## src/rtl/run_controller_pkg.sv

```systemverilog
// run_ctrl_pkg: shared types and constants for the run controller.
// FSM state encoding, run status codes, core-count limits and the helper
// that validates a requested core count.
package run_ctrl_pkg;

    localparam int NCORES_MAX = 16;
    localparam int CORE_CNT_W = 5;

    typedef enum logic [1:0] {
        ST_IDLE   = 2'b00,
        ST_LAUNCH = 2'b01,
        ST_RUN    = 2'b10,
        ST_DONE   = 2'b11
    } state_t;

    typedef enum logic [1:0] {
        STAT_NONE    = 2'b00,
        STAT_OK      = 2'b01,
        STAT_TIMEOUT = 2'b10,
        STAT_ABORT   = 2'b11
    } status_t;

    // A requested core count is usable when it names at least one core and
    // no more cores than this instance controls.
    function automatic logic count_valid(input logic [CORE_CNT_W-1:0] n, input int ncores);
        return (n != '0) && (int'(n) <= ncores);
    endfunction

endpackage

```

## src/rtl/run_controller_if.sv

```systemverilog
// run_controller_if: host-side bundle of the run controller.
// The master modport is the host that launches runs and owns the cores'
// end-of-program flags; the slave modport is the controller itself.
interface run_controller_if #(
    parameter int NCORES = 16,
    parameter int CNT_W  = 32
);

    logic              start;
    logic              abort;
    logic [4:0]        num_cores_in;
    logic [NCORES-1:0] op_end;
    logic [3:0]        rd_sel;

    logic [NCORES-1:0] core_en;
    logic [4:0]        num_cores;
    logic              busy;
    logic              done;
    logic [1:0]        status;
    logic              cfg_err;
    logic [CNT_W-1:0]  cycle_count;
    logic [CNT_W-1:0]  rd_cycle;

    modport master (
        output start, abort, num_cores_in, op_end, rd_sel,
        input  core_en, num_cores, busy, done, status, cfg_err, cycle_count, rd_cycle
    );

    modport slave (
        input  start, abort, num_cores_in, op_end, rd_sel,
        output core_en, num_cores, busy, done, status, cfg_err, cycle_count, rd_cycle
    );

endinterface

```

## src/rtl/run_controller_core_mask_gen.sv

```systemverilog
// core_mask_gen: thermometer decode of a core count into a per-core
// enable mask, bits [count-1:0] set.
module core_mask_gen #(
    parameter int NCORES = 16
) (
    input  logic [4:0]        count,
    output logic [NCORES-1:0] mask
);

    // Each core is enabled when its index lies below the requested count.
    always_comb begin
        mask = '0;
        for (int i = 0; i < NCORES; i++) begin
            mask[i] = (i < int'(count));
        end
    end

endmodule

```

## src/rtl/run_controller.sv

```systemverilog
// run_controller: launches a run on a group of cores, counts RUN cycles and
// ends the run on completion of all enabled cores, timeout or abort.
// Optional feature macro RUN_CTRL_PERF_EN adds per-core finish-cycle
// capture registers read through rd_sel/rd_cycle; without it rd_cycle is 0.
module run_controller
    import run_ctrl_pkg::*;
#(
    parameter int NCORES  = 16,
    parameter int CNT_W   = 32,
    parameter int TIMEOUT = 0
) (
    input  logic           clk,
    input  logic           rst,
    run_controller_if.slave bus
);

    localparam logic [CNT_W-1:0] TIMEOUT_LAST = CNT_W'(TIMEOUT - 1);

    state_t            state;
    state_t            state_next;
    status_t           status_q;
    status_t           end_status;
    logic [NCORES-1:0] core_en_q;
    logic [NCORES-1:0] run_mask;
    logic [4:0]        num_cores_q;
    logic [CNT_W-1:0]  cycle_count_q;
    logic              cfg_err_q;
    logic              accept;
    logic              reject;
    logic              enter_run;
    logic              end_run;
    logic              completion;
    logic              timeout_hit;
    logic [CNT_W-1:0]  rd_cycle_w;

    core_mask_gen #(.NCORES(NCORES)) u_mask (
        .count (num_cores_q),
        .mask  (run_mask)
    );

    assign completion  = &(bus.op_end | ~core_en_q);
    assign timeout_hit = (TIMEOUT != 0) && (cycle_count_q == TIMEOUT_LAST);

    // State register; reset returns to IDLE from any state.
    always_ff @(posedge clk or posedge rst) begin
        if (rst) state <= ST_IDLE;
        else     state <= state_next;
    end

    // Next-state decode; abort beats timeout, which beats completion.
    always_comb begin
        state_next = state;
        accept     = 1'b0;
        reject     = 1'b0;
        enter_run  = 1'b0;
        end_run    = 1'b0;
        end_status = STAT_NONE;
        case (state)
            ST_IDLE: begin
                if (bus.start) begin
                    if (count_valid(bus.num_cores_in, NCORES)) begin
                        accept     = 1'b1;
                        state_next = ST_LAUNCH;
                    end else begin
                        reject = 1'b1;
                    end
                end
            end
            ST_LAUNCH: begin
                if (bus.abort) begin
                    end_run    = 1'b1;
                    end_status = STAT_ABORT;
                    state_next = ST_DONE;
                end else begin
                    enter_run  = 1'b1;
                    state_next = ST_RUN;
                end
            end
            ST_RUN: begin
                if (bus.abort) begin
                    end_run    = 1'b1;
                    end_status = STAT_ABORT;
                end else if (timeout_hit) begin
                    end_run    = 1'b1;
                    end_status = STAT_TIMEOUT;
                end else if (completion) begin
                    end_run    = 1'b1;
                    end_status = STAT_OK;
                end
                if (end_run) state_next = ST_DONE;
            end
            ST_DONE: state_next = ST_IDLE;
            default: state_next = ST_IDLE;
        endcase
    end

    // Run bookkeeping: latched count, saturating cycle counter, enables, status.
    always_ff @(posedge clk or posedge rst) begin
        if (rst) begin
            num_cores_q   <= '0;
            cycle_count_q <= '0;
            core_en_q     <= '0;
            status_q      <= STAT_NONE;
            cfg_err_q     <= 1'b0;
        end else begin
            cfg_err_q <= reject;
            if (accept) begin
                num_cores_q   <= bus.num_cores_in;
                cycle_count_q <= '0;
                status_q      <= STAT_NONE;
            end
            if (state == ST_RUN && cycle_count_q != '1) begin
                cycle_count_q <= cycle_count_q + 1'b1;
            end
            if (enter_run) begin
                core_en_q <= run_mask;
            end else if (end_run) begin
                core_en_q <= '0;
            end
            if (end_run) begin
                status_q <= end_status;
            end
        end
    end

`ifdef RUN_CTRL_PERF_EN
    logic [CNT_W-1:0]  perf_cycle [NCORES];
    logic [NCORES-1:0] perf_seen;

    // Record the cycle on which each enabled core first reports its end.
    always_ff @(posedge clk or posedge rst) begin
        if (rst) begin
            perf_seen <= '0;
            for (int i = 0; i < NCORES; i++) perf_cycle[i] <= '0;
        end else if (accept) begin
            perf_seen <= '0;
            for (int i = 0; i < NCORES; i++) perf_cycle[i] <= '0;
        end else if (state == ST_RUN) begin
            for (int i = 0; i < NCORES; i++) begin
                if (bus.op_end[i] && core_en_q[i] && !perf_seen[i]) begin
                    perf_seen[i]  <= 1'b1;
                    perf_cycle[i] <= cycle_count_q;
                end
            end
        end
    end

    // Combinational read port; selects beyond the core count read as zero.
    always_comb begin
        rd_cycle_w = '0;
        if (int'(bus.rd_sel) < NCORES) rd_cycle_w = perf_cycle[bus.rd_sel];
    end
`else
    assign rd_cycle_w = '0;
`endif

    assign bus.core_en     = core_en_q;
    assign bus.num_cores   = num_cores_q;
    assign bus.busy        = (state != ST_IDLE);
    assign bus.done        = (state == ST_DONE);
    assign bus.status      = status_q;
    assign bus.cfg_err     = cfg_err_q;
    assign bus.cycle_count = cycle_count_q;
    assign bus.rd_cycle    = rd_cycle_w;

endmodule

```

## src/flat_wrapper.sv

```systemverilog
// flat-port wrapper written by rule: the top's interface ports become plain ports
module run_controller_flat import run_ctrl_pkg::*;
#(
    parameter int NCORES  = 16,
    parameter int CNT_W   = 32,
    parameter int TIMEOUT = 0
)
  (clk, rst, bus_start, bus_abort, bus_num_cores_in, bus_op_end, bus_rd_sel, bus_core_en, bus_num_cores, bus_busy, bus_done, bus_status, bus_cfg_err, bus_cycle_count, bus_rd_cycle);
  run_controller_if #(.NCORES(NCORES), .CNT_W(CNT_W)) bus_i ();
  input  logic clk;
  input  logic rst;
  input wire logic [$bits(bus_i.start)-1:0] bus_start;
  input wire logic [$bits(bus_i.abort)-1:0] bus_abort;
  input wire logic [$bits(bus_i.num_cores_in)-1:0] bus_num_cores_in;
  input wire logic [$bits(bus_i.op_end)-1:0] bus_op_end;
  input wire logic [$bits(bus_i.rd_sel)-1:0] bus_rd_sel;
  output wire logic [$bits(bus_i.core_en)-1:0] bus_core_en;
  output wire logic [$bits(bus_i.num_cores)-1:0] bus_num_cores;
  output wire logic [$bits(bus_i.busy)-1:0] bus_busy;
  output wire logic [$bits(bus_i.done)-1:0] bus_done;
  output wire logic [$bits(bus_i.status)-1:0] bus_status;
  output wire logic [$bits(bus_i.cfg_err)-1:0] bus_cfg_err;
  output wire logic [$bits(bus_i.cycle_count)-1:0] bus_cycle_count;
  output wire logic [$bits(bus_i.rd_cycle)-1:0] bus_rd_cycle;
  assign bus_i.start = bus_start;
  assign bus_i.abort = bus_abort;
  assign bus_i.num_cores_in = bus_num_cores_in;
  assign bus_i.op_end = bus_op_end;
  assign bus_i.rd_sel = bus_rd_sel;
  assign bus_core_en = bus_i.core_en;
  assign bus_num_cores = bus_i.num_cores;
  assign bus_busy = bus_i.busy;
  assign bus_done = bus_i.done;
  assign bus_status = bus_i.status;
  assign bus_cfg_err = bus_i.cfg_err;
  assign bus_cycle_count = bus_i.cycle_count;
  assign bus_rd_cycle = bus_i.rd_cycle;
  run_controller #(.NCORES(NCORES), .CNT_W(CNT_W), .TIMEOUT(TIMEOUT)) u_core (.clk(clk), .rst(rst), .bus(bus_i));
endmodule
```

## config.mk

```make
export PLATFORM = sky130hd
export DESIGN_NAME = run_controller_flat
export DESIGN_NICKNAME = d
export VERILOG_FILES = /design/src/rtl/run_controller_pkg.sv /design/src/rtl/run_controller_if.sv /design/src/rtl/run_controller_core_mask_gen.sv /design/src/rtl/run_controller.sv /design/src/flat_wrapper.sv
export SDC_FILE = /design/constraint.sdc
export NUM_CORES = 1
export LEC_CHECK = 0
export ABC_AREA = 1
export CORE_MARGIN = 5
export CORE_UTILIZATION = 49
export CTS_BUF_LIST = sky130_fd_sc_hd__clkbuf_4 sky130_fd_sc_hd__clkbuf_8
export CTS_CLUSTER_SIZE = 28
export DETAILED_ROUTE_END_ITERATION = 12
export PLACE_DENSITY_LB_ADDON = 0.12
export SETUP_SLACK_MARGIN = 0.3
export SLEW_MARGIN = 20
export SYNTH_ARGS = -nofsm -noshare
export SYNTH_HDL_FRONTEND = slang
export SYNTH_SLANG_ARGS = --single-unit
```

## constraint.sdc

```tcl
create_clock -name clk -period 2.4 [get_ports clk]
set_clock_uncertainty 0.2 [all_clocks]
set_input_delay 0.72 -clock clk [delete_from_list [all_inputs] [get_ports clk]]
set_output_delay 0.72 -clock clk [all_outputs]
set_load 0.01 [all_outputs]
```

Word-level counts from Yosys, hierarchy flattened

Index checks and enable logic that the tools add are counted.

Register bits: 58
Input bits: 29
Output and inout bits: 90
Word-level logic and storage cells: 71

Add/subtract/negate cells: 1
$lt $le $gt $ge: 17
Eq/ne operators: 7
Mux-type cells: 28
Bitwise logic cells: 2
Reduce and logical (&&, ||, !) cells: 10

Operators with widths:

| cell                  | number |
|---|---|
| $mux 32               | 2 |
| $lt 4x5->1 const A    | 8 |
| $add 32x1->32 const B | 1 |
| $mux 16               | 2 |
| $ne 32x32->1 const B  | 1 |
| $lt 3x5->1 const A    | 4 |
| $not 16->16           | 1 |
| $or 16x16->16         | 1 |
| $reduce_and 16->1     | 1 |
| $mux 1                | 14 |
| $mux 2                | 7 |
| $lt 1x5->1 const A    | 2 |
| $lt 2x5->1 const A    | 2 |
| $pmux 2 s4            | 1 |
| $reduce_bool 2->1     | 4 |
| $le 5x5->1 const B    | 1 |
| $reduce_bool 5->1     | 1 |
| $eq 2x2->1 const B    | 2 |
| $ne 2x1->1 const B    | 2 |
| $pmux 2 s2            | 1 |
| $reduce_and 3->1      | 1 |
| $eq 2x1->1 const B    | 1 |
| $logic_and 1x1->1     | 2 |
| $logic_not 2->1       | 1 |
| other kinds (2)       | 2 |

Depth between registers and ports, before layout

Gate-level depths: netlist of the first run.

Depth in word-level cells: 9
Gate-level depth with buffers: 12
Depth with buffers taken out: 11

Modules after synthesis

A second synthesis of the first run with hierarchy kept.

Cells, all modules: 573
Area, all modules: 3,931.3 µm²

Modules (own cells, without submodules):

| module         | instances | cells an instance | area an instance (µm²) | sequential area each (µm²) |
|---|---|---|---|---|
| run_controller | 1         | 536               | 3,769.9                | 1,451.4 |
| core_mask_gen  | 1         | 37                | 161.4                  | 0.0 |

Worst setup path before layout of the first run

OpenSTA, ideal clock, no wires.

Kind: input port to flip-flop
Start: input port bus_num_cores_in[3]
End: register u_core.cycle_count_q[10] (netlist: u_core.bus.cycle_count[10])
Library setup time: 122 ps
Arrival time: 1,658 ps
Data required time: 2,078 ps
Setup slack: 421 ps
Stages: 7
Buffers on the path: 1
Cells stage by stage: nor2_1 > nand3_1 > xor2_1 > nand3_1 > clkbuf_1 > nand3_1 > o21ai_1

Longest elaborated chain between the ends: 6
Elaborated cells on any way between the ends: 7
Those cells by class: 1 x order compare; 3 x mux; 3 x reduce/logical

RTL lines:

| element                                                | RTL line                 | RTL |
|---|---|---|
| start, declared                                        | flat_wrapper.sv:14       | `input wire logic [$bits(bus_i.num_cores_in)-1:0] bus_num_cores_in;` |
| $le 5x5->1 / $reduce_bool 5->1 (equally long branches) | run_controller_pkg.sv:26 | `return (n != '0) && (int'(n) <= ncores);` |
| $logic_and 1x1->1 *                                    | run_controller_pkg.sv:26 |  |
| $mux 1 *                                               | run_controller.sv:61     | `if (count_valid(bus.num_cores_in, NCORES)) begin` |
| $mux 1 *                                               | run_controller.sv:60     | `if (bus.start) begin` |
| $mux 1 *                                               | run_controller.sv:58     | `case (state)` |
| $reduce_bool 2->1 (no source line) *                   | n/a                      |  |
| end signal, assigned                                   | run_controller.sv:113    | `cycle_count_q <= cycle_count_q + 1'b1;` |
| end, declared                                          | run_controller.sv:26     | `logic [CNT_W-1:0] cycle_count_q;` |

Mark *: on every way between the ends. The rest lies on a longest branch, timed or not.
A chain may end at the register's enable or synchronous reset.

Final worst setup path of the first run

Start: register u_core.state[0]
End: output port bus_done

Longest elaborated chain between the ends: 1

RTL lines:

| element                | RTL line              | RTL |
|---|---|---|
| start, declared        | run_controller.sv:19  | `state_t state;` |
| start signal, assigned | run_controller.sv:47  | `else state <= state_next;` |
| $eq 2x2->1             | run_controller.sv:160 | `assign bus.done = (state == ST_DONE);` |
| end, declared          | flat_wrapper.sv:20    | `output wire logic [$bits(bus_i.done)-1:0] bus_done;` |

Every way passes these cells.

==> results_dict.tcl, run 1 <==
set metrics [dict create \
    netlist_instances 553 \
    yosys_warnings 0 \
    post-route-min-period_ps 2150 \
    path_cells "buf_6, buf_6, ha_4, buf_6" \
    synth_edf_count 0 \
    dominantRegCellSynth "dfrtp_1" \
    peakVddDrop_mv 0.6219 \
    grt_use_total_pct 21.39 \
    drc 0 \
    worst_path_most_repeated_cell "buf_6" \
    required_ps 1480 \
    rows 32 \
    cts_tree "done" \
    synth_area_um2 3864 \
    synth-seq-cells 58 \
    start_util_pct 50.26 \
    antenna_found_initial 0 \
    synthDistinctLibCells 32 \
    arrival_ps 1230 \
    fin_ws_ps 249.9 \
    path_class "flop to primary output" \
    drt-wirelength-per-cell_um 14.91 \
    portBuffers 82 \
    root_buffer "clkbuf_8" \
    ctsHtreeMaxLevel 3 \
    drive_gt1_share_pct 18.89 \
    cts_hold_buf 0 \
    power.leakage_nw 2.922 \
    hold_viol 0 \
    drt_first_pass_iters 5 \
    gr-total-overflow 0 \
    slowest_delay_ps 400 \
    nFillCells 660 \
    synth.avg_cell_area_um2 6.987 \
    gp_congestion 0.8857 \
    syn2layout_area_growth_pct 43.17 \
    slew_violations 0 \
    power.density_nw_per_um2 1154 \
    hold_class "flop to flop" \
    end_kind "primary output" \
    fin_crit_sh_pct 89.59 \
    die_x_um 98.80 \
    crit_fanout 3 \
    diodes 0 \
    clkSlewWorstSetupHoldPaths_ps 70 \
    crit_family "flip-flops" \
    nNetsFinal 712 \
    grt_pass1_vias 3593 \
    synth-async-reset-ratio_pct 100.0 \
    cap_violations 0 \
    critPathSlowestCell "dfrtp_1" \
    drt_iter0_drc 136 \
    clk_latency_ps 350 \
    die_height_um 98.80 \
    io_pins 119 \
    regArea_um2 1463 \
    hpwlAfterDp_um 7429 \
    postRouteAntennaNets 0 \
    wirelength_um 11700 \
    critPathBufInv 3 \
    grt_pass1_wl_um 16920 \
    crit_path_start_kind "flop" \
    fmax_ghz 0.4651 \
    dp_slack_ps -97.65 \
    fp.dieArea_um2 9761 \
    multi_input_area_um2 2115 \
    cts_buffer_depth 2 \
    clock-sinks 58 \
    hold_ws_ps 300.0 \
    viasPerCell 5.112 \
    core_um2 7687 \
    outcome "completed" \
    rsz0062_at_grt "yes" \
    grt_start_max_net_pins 59 \
    vias 4013 \
    finalSetupViolations 0 \
    synth-seq-area-share_pct 37.56 \
    tns_ps 0 \
    numCtsBuffers 9 \
]
-- metal layers --
metal  track usage [%]  vias up  wire length (um)
met1             27.30     1874              4678
li1                  -     1946                 -
met4             9.139        0               367
met5                 0        -                 0
met3             3.892       26               820
met2             35.54      167              5835
-- cell families (layout without fill, tap and decap cells) --
| group | count (synthesis) | after routing | share of synthesized area [%] |
|---|---|---|---|
| simple gates | 318 | 318 | 36.56 |
| buf+inv | 117 | 216 | 15.64 |
| flops | 58 | 58 | 37.56 |
| compound gates | 42 | 42 | 5.797 |
| xor+xnor | 12 | 12 | 2.720 |
| fa+ha+maj | 5 | 5 | 1.619 |
| other cells | 1 | 32 | 0.09706 |
-- per-stage QoR --
step	power (mW)	utilization (%)	area (um^2)	cells
after floorplan	3.464	-	3984	584
after global placement	4.689	61.64	4738	735
after detailed placement	4.757	61.64	4738	735
after CTS	5.841	65.90	5066	769
after global routing	6.824	71.96	5532	785
final	6.384	71.96	5532	785
-- sequential cells by signal, indices dropped and copies added (netlist names) --
signal	flops
u_core.bus.num_cores	5
u_core.bus.status	2
u_core.bus.cfg_err	1
u_core.bus.core_en	16
u_core.bus.cycle_count	32
u_core.state	2
-- where the power goes --
part	leakage (nW)	switching [mW]	internal [mW]
clock network	0.119	0.449	0.720
registers	0.745	0.434	1.43
logic	2.06	1.81	1.54
total	2.92	2.70	3.69
-- tightest hold or removal path: cells and delay by family, from the launching register on --
kind | cells | cell delay [ps]
flops | 1 | 350
simple gates | 2 | 120
-- Yosys cell counts, types with 4 or more instances --
library cell	number	area, um^2
nand4_1	6	37.54
xor2_1	9	78.83
a21oi_1	6	30.03
nor2_1	42	157.7
inv_2	5	18.77
nand2_1	167	626.9
nand3_1	73	365.4
buf_4	33	247.7
buf_6	5	56.30
nor3_1	12	60.06
inv_1	67	251.5
ha_1	5	62.56
dfrtp_1	58	1451
o21ai_1	21	105.1
clkbuf_1	4	15.01
nand3_2	7	70.07
o21ai_0	9	45.04
-- layout by cell type (no fill, tap or decap), types with 4 or more instances in the layout --
cell,count
nand2_1,162
inv_1,61
nand3_1,57
dlygate4sd2_1,56
dfrtp_1,49
nor2_1,40
conb_1,32
buf_4,31
o21ai_1,22
nand3_2,20
dlymetal6s2s_1,13
nor3_1,12
clkdlybuf4s50_1,11
clkbuf_8,10
inv_2,9
dfrtp_2,9
o21ai_0,8
xor2_1,8
nand4_1,6
a21oi_1,6
clkbuf_16,6
buf_6,6
nand2_2,5
buf_12,4
-- layout make-up --
cell class,count,area share [%]
sequential,58,26.44
multi-input combinational,409,38.23
timing repair buffer,128,23.48
clock inverter,6,2.058
tap,102,2.307
inverter,72,4.999
clock buffer,10,2.488
-- timing repair --
action                                  in CTS  in global routing
endpoints found under the setup margin      95                 59
gates cloned                                 0                  9
buffers inserted                            18                  7
gates resized for setup                     73                 61
pin swaps                                    2                 18
-- path summary, 6_finish.rpt --
check	from	end	slack, ps	depth (start not counted)
setup / recovery	u_core.state[0]	bus_done	250	4
hold / removal	u_core.bus.status[1]	u_core.bus.status[1]	300	2
setup reg to reg	u_core.state[0]	u_core.bus.core_en[11]	400	8
hold reg to reg	u_core.bus.status[1]	u_core.bus.status[1]	300	2
max in group asynchronous	rst	u_core.bus.cycle_count[16]	1110	3
min in group asynchronous	rst	u_core.bus.cycle_count[0]	580	3
(Power assumes the default switching activity.)
==> inputs of run 2 (changes only) <==
Settings changed: SLEW_MARGIN 20 to 30.
==> results of run 2 <==
No change in the layout: final DEF, timing and power equal those of run 1.
